===== src/rtl/arcade_input_ctrl.sv =====
// arcade_input_ctrl: player-input front end for the arcade cores.
// Merges PS/2 key events and HPS joystick words into registered per-player
// direction, button, start and coin signals, with rotation remap, SOCD
// cleaning and coin pulse shaping.
//
// Ports:
//   clk_sys    in   system clock
//   reset      in   synchronous, active-high
//   ps2_key    in   [10] toggle, [9] pressed, [8] extended, [7:0] scancode
//   joy_in     in   16 bits per player: [0]R [1]L [2]D [3]U [4+b] button b,
//                   [4+BUTTONS] start, [5+BUTTONS] coin
//   rotate     in   1 = apply rotation remap to directions
//   autofire   in   autofire enable (only with ARCADE_INPUT_AUTOFIRE_EN)
//   dir_out    out  per player {up,down,left,right} at [4p+:4]
//   btn_out    out  per player buttons at [BUTTONS*p+:BUTTONS]
//   start_out  out  start 1P/2P, level
//   coin_out   out  coin slot 1/2, COIN_PULSE-cycle pulse per request edge
//
// Optional feature macro: ARCADE_INPUT_AUTOFIRE_EN (btn0 autofire per player).
module arcade_input_ctrl #(
  parameter int unsigned PLAYERS      = 2,
  parameter int unsigned BUTTONS      = 1,
  parameter int unsigned COIN_PULSE   = 240000,
  parameter int unsigned SOCD_NEUTRAL = 1,
  parameter int unsigned ROT_DIR      = 0,
  parameter int unsigned AF_HALF      = 200000
) (
  input  logic                         clk_sys,
  input  logic                         reset,
  input  logic [10:0]                  ps2_key,
  input  logic [16*PLAYERS-1:0]        joy_in,
  input  logic                         rotate,
`ifdef ARCADE_INPUT_AUTOFIRE_EN
  input  logic                         autofire,
`endif
  output logic [4*PLAYERS-1:0]         dir_out,
  output logic [BUTTONS*PLAYERS-1:0]   btn_out,
  output logic [1:0]                   start_out,
  output logic [1:0]                   coin_out
);

  localparam int unsigned DW    = 4 * PLAYERS;
  localparam int unsigned BW    = BUTTONS * PLAYERS;
  localparam int unsigned CNT_W = ($clog2(COIN_PULSE) > 0) ? $clog2(COIN_PULSE) : 1;

  typedef enum logic [1:0] {SLOT_IDLE, SLOT_PULSE, SLOT_HOLD} slot_e;

  logic          toggle_q, toggle_d;
  logic [DW-1:0] key_dir_q, key_dir_d;
  logic [BW-1:0] key_btn_q, key_btn_d;
  logic [1:0]    key_start_q, key_start_d;
  logic [1:0]    key_coin_q, key_coin_d;
  logic [DW-1:0] dir_q, dir_d;
  logic [BW-1:0] btn_q, btn_d;
  logic [1:0]    start_q, start_d;
  logic [1:0]    coin_q, coin_d;
  logic [1:0]    req_prev_q;
  slot_e         state_q [2];
  slot_e         state_d [2];
  logic [CNT_W-1:0] cnt_q [2];
  logic [CNT_W-1:0] cnt_d [2];

  logic          hit_dir_c, hit_btn_c, hit_start_c, hit_coin_c;
  logic          hit_p_c;
  logic [1:0]    hit_i_c;
  logic [BW-1:0] btn_merged_c;
  logic [1:0]    coin_req_c;
  logic [3:0]    raw_c, rot_c;
  logic          unused_joy;

  // Not every joystick word bit is mapped for every BUTTONS setting.
  assign unused_joy = ^joy_in;

  // Scancode decode; player-1 directions/buttons accept either extended state.
  always_comb begin
    hit_dir_c   = 1'b0;
    hit_btn_c   = 1'b0;
    hit_start_c = 1'b0;
    hit_coin_c  = 1'b0;
    hit_p_c     = 1'b0;
    hit_i_c     = 2'd0;
    case (ps2_key[7:0])
      8'h75: begin hit_dir_c = 1'b1; hit_i_c = 2'd3; end
      8'h72: begin hit_dir_c = 1'b1; hit_i_c = 2'd2; end
      8'h6B: begin hit_dir_c = 1'b1; hit_i_c = 2'd1; end
      8'h74: begin hit_dir_c = 1'b1; hit_i_c = 2'd0; end
      8'h14: begin hit_btn_c = 1'b1; hit_i_c = 2'd0; end
      8'h11: begin hit_btn_c = 1'b1; hit_i_c = 2'd1; end
      8'h29: begin hit_btn_c = 1'b1; hit_i_c = 2'd2; end
      8'h12: begin hit_btn_c = 1'b1; hit_i_c = 2'd3; end
      default: ;
    endcase
    if (!ps2_key[8]) begin
      case (ps2_key[7:0])
        8'h2D: begin hit_dir_c = 1'b1; hit_p_c = 1'b1; hit_i_c = 2'd3; end
        8'h2B: begin hit_dir_c = 1'b1; hit_p_c = 1'b1; hit_i_c = 2'd2; end
        8'h23: begin hit_dir_c = 1'b1; hit_p_c = 1'b1; hit_i_c = 2'd1; end
        8'h34: begin hit_dir_c = 1'b1; hit_p_c = 1'b1; hit_i_c = 2'd0; end
        8'h1C: begin hit_btn_c = 1'b1; hit_p_c = 1'b1; hit_i_c = 2'd0; end
        8'h1B: begin hit_btn_c = 1'b1; hit_p_c = 1'b1; hit_i_c = 2'd1; end
        8'h15: begin hit_btn_c = 1'b1; hit_p_c = 1'b1; hit_i_c = 2'd2; end
        8'h1D: begin hit_btn_c = 1'b1; hit_p_c = 1'b1; hit_i_c = 2'd3; end
        8'h16, 8'h05: begin hit_start_c = 1'b1; hit_i_c = 2'd0; end
        8'h1E, 8'h06: begin hit_start_c = 1'b1; hit_i_c = 2'd1; end
        8'h2E: begin hit_coin_c = 1'b1; hit_i_c = 2'd0; end
        8'h36: begin hit_coin_c = 1'b1; hit_i_c = 2'd1; end
        default: ;
      endcase
    end
  end

  // Key registers update only on a toggle change; out-of-range players/buttons drop out.
  always_comb begin
    toggle_d    = ps2_key[10];
    key_dir_d   = key_dir_q;
    key_btn_d   = key_btn_q;
    key_start_d = key_start_q;
    key_coin_d  = key_coin_q;
    if (ps2_key[10] != toggle_q) begin
      for (int p = 0; p < PLAYERS; p++) begin
        for (int i = 0; i < 4; i++) begin
          if (hit_dir_c && hit_p_c == 1'(p) && hit_i_c == 2'(i)) key_dir_d[4*p+i] = ps2_key[9];
        end
        for (int b = 0; b < BUTTONS; b++) begin
          if (hit_btn_c && hit_p_c == 1'(p) && hit_i_c == 2'(b)) key_btn_d[BUTTONS*p+b] = ps2_key[9];
        end
      end
      for (int s = 0; s < 2; s++) begin
        if (hit_start_c && hit_i_c == 2'(s)) key_start_d[s] = ps2_key[9];
        if (hit_coin_c && hit_i_c == 2'(s))  key_coin_d[s]  = ps2_key[9];
      end
    end
  end

  // Merge key|joy, then rotate, then SOCD clean.
  always_comb begin
    dir_d        = '0;
    btn_merged_c = key_btn_q;
    start_d      = key_start_q;
    coin_req_c   = key_coin_q;
    raw_c        = 4'd0;
    rot_c        = 4'd0;
    for (int p = 0; p < PLAYERS; p++) begin
      raw_c = key_dir_q[4*p +: 4] | joy_in[16*p +: 4];
      rot_c = raw_c;
      if (rotate) begin
        if (ROT_DIR == 0) rot_c = {raw_c[1], raw_c[0], raw_c[2], raw_c[3]};
        else              rot_c = {raw_c[0], raw_c[1], raw_c[3], raw_c[2]};
      end
      if (SOCD_NEUTRAL != 0) begin
        if (rot_c[3] && rot_c[2]) rot_c[3:2] = 2'b00;
        if (rot_c[1] && rot_c[0]) rot_c[1:0] = 2'b00;
      end
      dir_d[4*p +: 4] = rot_c;
      btn_merged_c[BUTTONS*p +: BUTTONS] = key_btn_q[BUTTONS*p +: BUTTONS] | joy_in[16*p+4 +: BUTTONS];
      start_d[p]    = key_start_q[p] | joy_in[16*p + 4 + BUTTONS];
      coin_req_c[p] = key_coin_q[p]  | joy_in[16*p + 5 + BUTTONS];
    end
  end

  // Coin shaper next state: a request edge in IDLE starts a fixed-width pulse.
  always_comb begin
    for (int s = 0; s < 2; s++) begin
      state_d[s] = state_q[s];
      cnt_d[s]   = cnt_q[s];
      case (state_q[s])
        SLOT_IDLE: begin
          if (coin_req_c[s] && !req_prev_q[s]) begin
            state_d[s] = SLOT_PULSE;
            cnt_d[s]   = CNT_W'(COIN_PULSE - 1);
          end
        end
        SLOT_PULSE: begin
          if (cnt_q[s] == '0) state_d[s] = coin_req_c[s] ? SLOT_HOLD : SLOT_IDLE;
          else                cnt_d[s]   = cnt_q[s] - CNT_W'(1);
        end
        SLOT_HOLD: begin
          if (!coin_req_c[s]) state_d[s] = SLOT_IDLE;
        end
        default: state_d[s] = SLOT_IDLE;
      endcase
    end
  end

  // Coin shaper output: registered alongside the slot state.
  always_comb begin
    for (int s = 0; s < 2; s++) coin_d[s] = (state_d[s] == SLOT_PULSE);
  end

`ifdef ARCADE_INPUT_AUTOFIRE_EN
  localparam int unsigned AF_W = ($clog2(AF_HALF) > 0) ? $clog2(AF_HALF) : 1;

  logic [PLAYERS-1:0] af_act_q, af_act_d;
  logic [PLAYERS-1:0] af_phase_q, af_phase_d;
  logic [AF_W-1:0]    af_cnt_q [PLAYERS];
  logic [AF_W-1:0]    af_cnt_d [PLAYERS];

  // Autofire on btn0: starts high on press, inverts every AF_HALF cycles.
  always_comb begin
    btn_d      = btn_merged_c;
    af_act_d   = '0;
    af_phase_d = '0;
    for (int p = 0; p < PLAYERS; p++) af_cnt_d[p] = '0;
    for (int p = 0; p < PLAYERS; p++) begin
      if (autofire && btn_merged_c[BUTTONS*p]) begin
        af_act_d[p] = 1'b1;
        if (!af_act_q[p]) begin
          af_cnt_d[p]   = '0;
          af_phase_d[p] = 1'b0;
        end else if (af_cnt_q[p] == AF_W'(AF_HALF - 1)) begin
          af_cnt_d[p]   = '0;
          af_phase_d[p] = ~af_phase_q[p];
        end else begin
          af_cnt_d[p]   = af_cnt_q[p] + AF_W'(1);
          af_phase_d[p] = af_phase_q[p];
        end
        btn_d[BUTTONS*p] = ~af_phase_d[p];
      end
    end
  end

  always_ff @(posedge clk_sys) begin
    if (reset) begin
      af_act_q   <= '0;
      af_phase_q <= '0;
      for (int p = 0; p < PLAYERS; p++) af_cnt_q[p] <= '0;
    end else begin
      af_act_q   <= af_act_d;
      af_phase_q <= af_phase_d;
      for (int p = 0; p < PLAYERS; p++) af_cnt_q[p] <= af_cnt_d[p];
    end
  end
`else
  logic unused_af;
  assign unused_af = (AF_HALF == 0);

  always_comb btn_d = btn_merged_c;
`endif

  // State register; reset samples the toggle so it never fakes an event.
  always_ff @(posedge clk_sys) begin
    if (reset) begin
      toggle_q    <= ps2_key[10];
      key_dir_q   <= '0;
      key_btn_q   <= '0;
      key_start_q <= '0;
      key_coin_q  <= '0;
      dir_q       <= '0;
      btn_q       <= '0;
      start_q     <= '0;
      coin_q      <= '0;
      req_prev_q  <= '0;
      for (int s = 0; s < 2; s++) begin
        state_q[s] <= SLOT_IDLE;
        cnt_q[s]   <= '0;
      end
    end else begin
      toggle_q    <= toggle_d;
      key_dir_q   <= key_dir_d;
      key_btn_q   <= key_btn_d;
      key_start_q <= key_start_d;
      key_coin_q  <= key_coin_d;
      dir_q       <= dir_d;
      btn_q       <= btn_d;
      start_q     <= start_d;
      coin_q      <= coin_d;
      req_prev_q  <= coin_req_c;
      for (int s = 0; s < 2; s++) begin
        state_q[s] <= state_d[s];
        cnt_q[s]   <= cnt_d[s];
      end
    end
  end

  assign dir_out   = dir_q;
  assign btn_out   = btn_q;
  assign start_out = start_q;
  assign coin_out  = coin_q;

endmodule


===== config.mk =====
export PLATFORM = sky130hd
export DESIGN_NAME = arcade_input_ctrl
export DESIGN_NICKNAME = d
export VERILOG_FILES = /design/src/rtl/arcade_input_ctrl.sv
export SDC_FILE = /design/constraint.sdc
export NUM_CORES = 1
export LEC_CHECK = 0
export CORE_MARGIN = 1.5
export CORE_UTILIZATION = 58
export CTS_CLUSTER_DIAMETER = 150
export DETAILED_ROUTE_END_ITERATION = 8
export PLACE_DENSITY = 0.9
export SLEW_MARGIN = 10
export SYNTH_ARGS = -nofsm -noshare
export SYNTH_HDL_FRONTEND = slang
export SYNTH_SLANG_ARGS = --single-unit
export TNS_END_PERCENT = 30

===== constraint.sdc =====
create_clock -name clk_sys -period 3.6 [get_ports clk_sys]
set_clock_uncertainty 0.1 [all_clocks]
set_input_delay 0.54 -clock clk_sys [delete_from_list [all_inputs] [get_ports clk_sys]]
set_output_delay 0.54 -clock clk_sys [all_outputs]
set_load 0.005 [all_outputs]

==> flow_summary_export.csv <==
group,metric,value,unit
min_path,hold_path_class,"register to register",
global_route,grt_antenna_before_repair,0,
yosys,postSynthAreaPerCell,8.446,µm²
layout,postLayoutCellArea,4305,µm²
clocking,clock_insertion_delay_worst_skew,340,ps
placed_design,place_congestion,0.9530,
drt,drtAntennaViolNets,0,
floorplanning,number_of_placement_rows,28,
critical_path,worstPathCellList,"clkdlybuf4s50_1, nand2b_1, a32oi_1, a211oi_1, or2_0, or4_1, mux2i_1",
timing,final_setup_viols,0,
clocking,cts-buffers-inserted,9,
layout,layout_common_cells,"sky130_fd_sc_hd__dfxtp_1 (71), sky130_fd_sc_hd__nor2_1 (49), sky130_fd_sc_hd__a21oi_1 (43), sky130_fd_sc_hd__clkdlybuf4s50_1 (40), sky130_fd_sc_hd__nor3_1 (29)",
clocking,ctsLongestPathBuffers,2,
layout,share_of_post_route_cells_with_drive_strength_above_1,7.643,%
floorplanning,core_region,6026,µm²
yosys,async_flop_share,0,%
timing,period_share,80.48,%
floorplanning,floorplan.initialDensity,61.11,%
clocking,path_clk_slew,70,ps
critical_path,critical_path_required_time,3720,ps
clocking,cts_post_setup_buffers_inserted,0,
yosys,synthesis.instances,436,
drt,first_pass_iters,5,
clocking,clockRootBuffer,"sky130_fd_sc_hd__clkbuf_8",
critical_path,criticalPathCategory,"input pin to register",
layout,num_antenna_cells,0,
timing,timing.final.ws_setup,702.6,ps
critical_path,critPathSlowestCell,"sky130_fd_sc_hd__clkdlybuf4s50_1",
status,run_status,"completed",
critical_path,regToRegSetupSlack,1020,ps
drt,total_wirelength_of_the_detailed_routed_design,8.200,mm
yosys,synth_area,3682,µm²
timing,total_count_of_max_transition_violations_in_the_final_report,0,
drt,wl_per_cell,15.02,µm
placed_design,place_ws,374.0,ps
floorplanning,ios,60,
yosys,netlist-cell-type-count,60,
drt,detailroute.via_count,3326,
clocking,cts_repair_resize_count,0,
critical_path,worstSetupEndpointType,"register",
floorplanning,die_wd,82.68,µm
timing,final_period_minus_worst_setup_slack,2897,ps
placed_design,placed_area,4069,µm²
power,leakagePower,1.548,nW
timing,finalSetupTns,0,ps
global_route,maximum_number_of_pins_on_one_net_before_global_route_repair,48,
yosys,yosys_register_bits,71,
placed_design,port_buffers,41,
yosys,synth_warn,0,
layout,design.final.nets,514,
timing,grt_setup_unrepaired,"no",
drt,number_of_vias_per_cell,6.092,
yosys,synth_sequential_area_ratio,38.60,%
layout,filler_cell_count,463,
clocking,clkSinkCount,71,
global_route,grt_util_all_layers,26.81,%
power,power-per-cell-area,456.7,nW/µm²
timing,worst_slew_slack_as_a_fraction_of_its_limit,45.34,%
critical_path,crit_path_start_kind,"input pin",
placed_design,detailedPlacementHpwl,5.613,mm
yosys,synth_enable_flop_cells,0,
critical_path,highest_fanout_seen_on_the_critical_path,14,
floorplanning,design.die.area,6836,µm²
floorplanning,die_h,82.68,µm
clocking,ctsHoldBuffers,0,
global_route,grt_pass1_vias,3126,
clocking,cts_tree,"yes",
power,ir_drop,0.2898,mV
yosys,synth_fp_nets,484,
timing,hold_violations,0,
critical_path,max_stage_delay,650,ps
timing,fmax,345.1,MHz
yosys,synthFlopType,"sky130_fd_sc_hd__dfxtp_1",
global_route,grt.overflow.total,0,
global_route,grt_first_pass_wirelength,14.13,mm
clocking,h-tree-depth,3,
job,timing.max_cap.violations,0,
timing,tightest_slew,819.9,ps
layout,area_growth,16.92,%
drt,detailedRoute.firstIterationViolations,238,
drt,detail_route.drc_violations,0,
critical_path,crit_arrival,3020,ps
layout,final_common_cell,"sky130_fd_sc_hd__dfxtp_1",
final timing paths:
check	cells past startpoint	start	endpoint
hold reg to reg	2	key_start_q[1]	start_out[1]
setup / recovery	7	ps2_key[3]	key_btn_q[1]
hold / removal	2	key_start_q[1]	start_out[1]
setup reg to reg	6	cnt_q[0][27]	cnt_q[0][32]
power by group:
group | internal (W) | switching, W | total [W]
combinational | 0.000149 | 0.000181 | 0.000330
sequential | 0.000835 | 0.0000441 | 0.000879
clock | 0.000459 | 0.000297 | 0.000757
total | 0.00144 | 0.000522 | 0.00197
layer usage:
layer	wire length, µm	up-vias	part of all wire, %	global-route usage, %
met3	463	13	5.6	5.714
met1	3650	1552	45	34.44
li1	-	1655	-	-
met2	3955	106	48	45.04
met5	0	-	0	0
met4	131	0	1.6	8.000
state kept, by name (all words and copies together) (netlist names):
signal and flops:
key_btn_q 2, toggle_q 1, key_dir_q 8, state_q 4, cnt_q 36, key_coin_q 2
btn_out 2, coin_out 2, key_start_q 2, dir_out 8, start_out 2, req_prev_q 2
cell usage after synthesis (4+ instances only):
cell	number	area (µm²)
sky130_fd_sc_hd__inv_1	7	26.28
sky130_fd_sc_hd__nor3_1	29	145.1
sky130_fd_sc_hd__nor2b_1	8	50.05
sky130_fd_sc_hd__o21ai_0	7	35.03
sky130_fd_sc_hd__nand2_1	15	56.30
sky130_fd_sc_hd__nor4bb_1	4	40.04
sky130_fd_sc_hd__nor4_1	11	68.82
sky130_fd_sc_hd__a311oi_1	6	52.55
sky130_fd_sc_hd__a21oi_1	43	215.2
sky130_fd_sc_hd__o31ai_1	6	45.04
sky130_fd_sc_hd__dfxtp_1	71	1421
sky130_fd_sc_hd__or4_1	5	37.54
sky130_fd_sc_hd__nand3_1	13	65.06
sky130_fd_sc_hd__clkbuf_1	17	63.81
sky130_fd_sc_hd__nand2b_1	15	93.84
sky130_fd_sc_hd__nor3b_1	14	105.1
sky130_fd_sc_hd__xnor2_1	14	122.6
sky130_fd_sc_hd__xor2_1	13	113.9
sky130_fd_sc_hd__mux2i_1	7	70.07
sky130_fd_sc_hd__and3_1	5	31.28
sky130_fd_sc_hd__or3_1	6	37.54
sky130_fd_sc_hd__nand4_1	10	62.56
sky130_fd_sc_hd__nor4b_1	4	35.03
sky130_fd_sc_hd__nor2_1	49	183.9
sky130_fd_sc_hd__a211oi_1	5	37.54
kinds of logic after synthesis:
group           after synthesis  synth area share (%)
buf+inv                      34                 4.791
simple gates                208                 32.21
xor+xnor                     27                 6.422
flops                        71                 38.60
fa+ha+maj                     2                0.6795
mux                           7                 1.903
compound gates               87                 15.39
worst max-delay path, delay by kind of cell:
family | cells | cell delay (ps)
AOI/OAI and AO/OA | 2 | 350
muxes | 1 | 130
buffers and inverters | 1 | 650
and+or+nand+nor | 3 | 1350
metrics by stage:
step / util (%) / hold slack (ps) / total power [W] / cells
6_report: 71.45 / 370.6 / 0.001966 / 546
5_1_grt: 71.45 / 394.2 / 0.002059 / 546
4_1_cts: 71.45 / 378.0 / 0.001969 / 546
3_5_place_dp: 67.52 / 360.7 / 0.001219 / 530
3_3_place_gp: 67.52 / 352.7 / 0.001204 / 530
2_1_floorplan: - / 331.8 / 0.001127 / 436
final cells by class:
| type | instances | area [µm²] | area share [%] |
|---|---|---|---|
| repair buffers | 46 | 442.9 | 10.29 |
| multi-input cells | 331 | 2085 | 48.42 |
| inverters | 7 | 26.28 | 0.6103 |
| well taps | 75 | 93.84 | 2.180 |
| flip-flops and latches | 71 | 1421 | 33.01 |
| clock inverters | 6 | 108.9 | 2.528 |
| clock buffers | 10 | 127.6 | 2.964 |
Power figures use the tool's default switching activity.
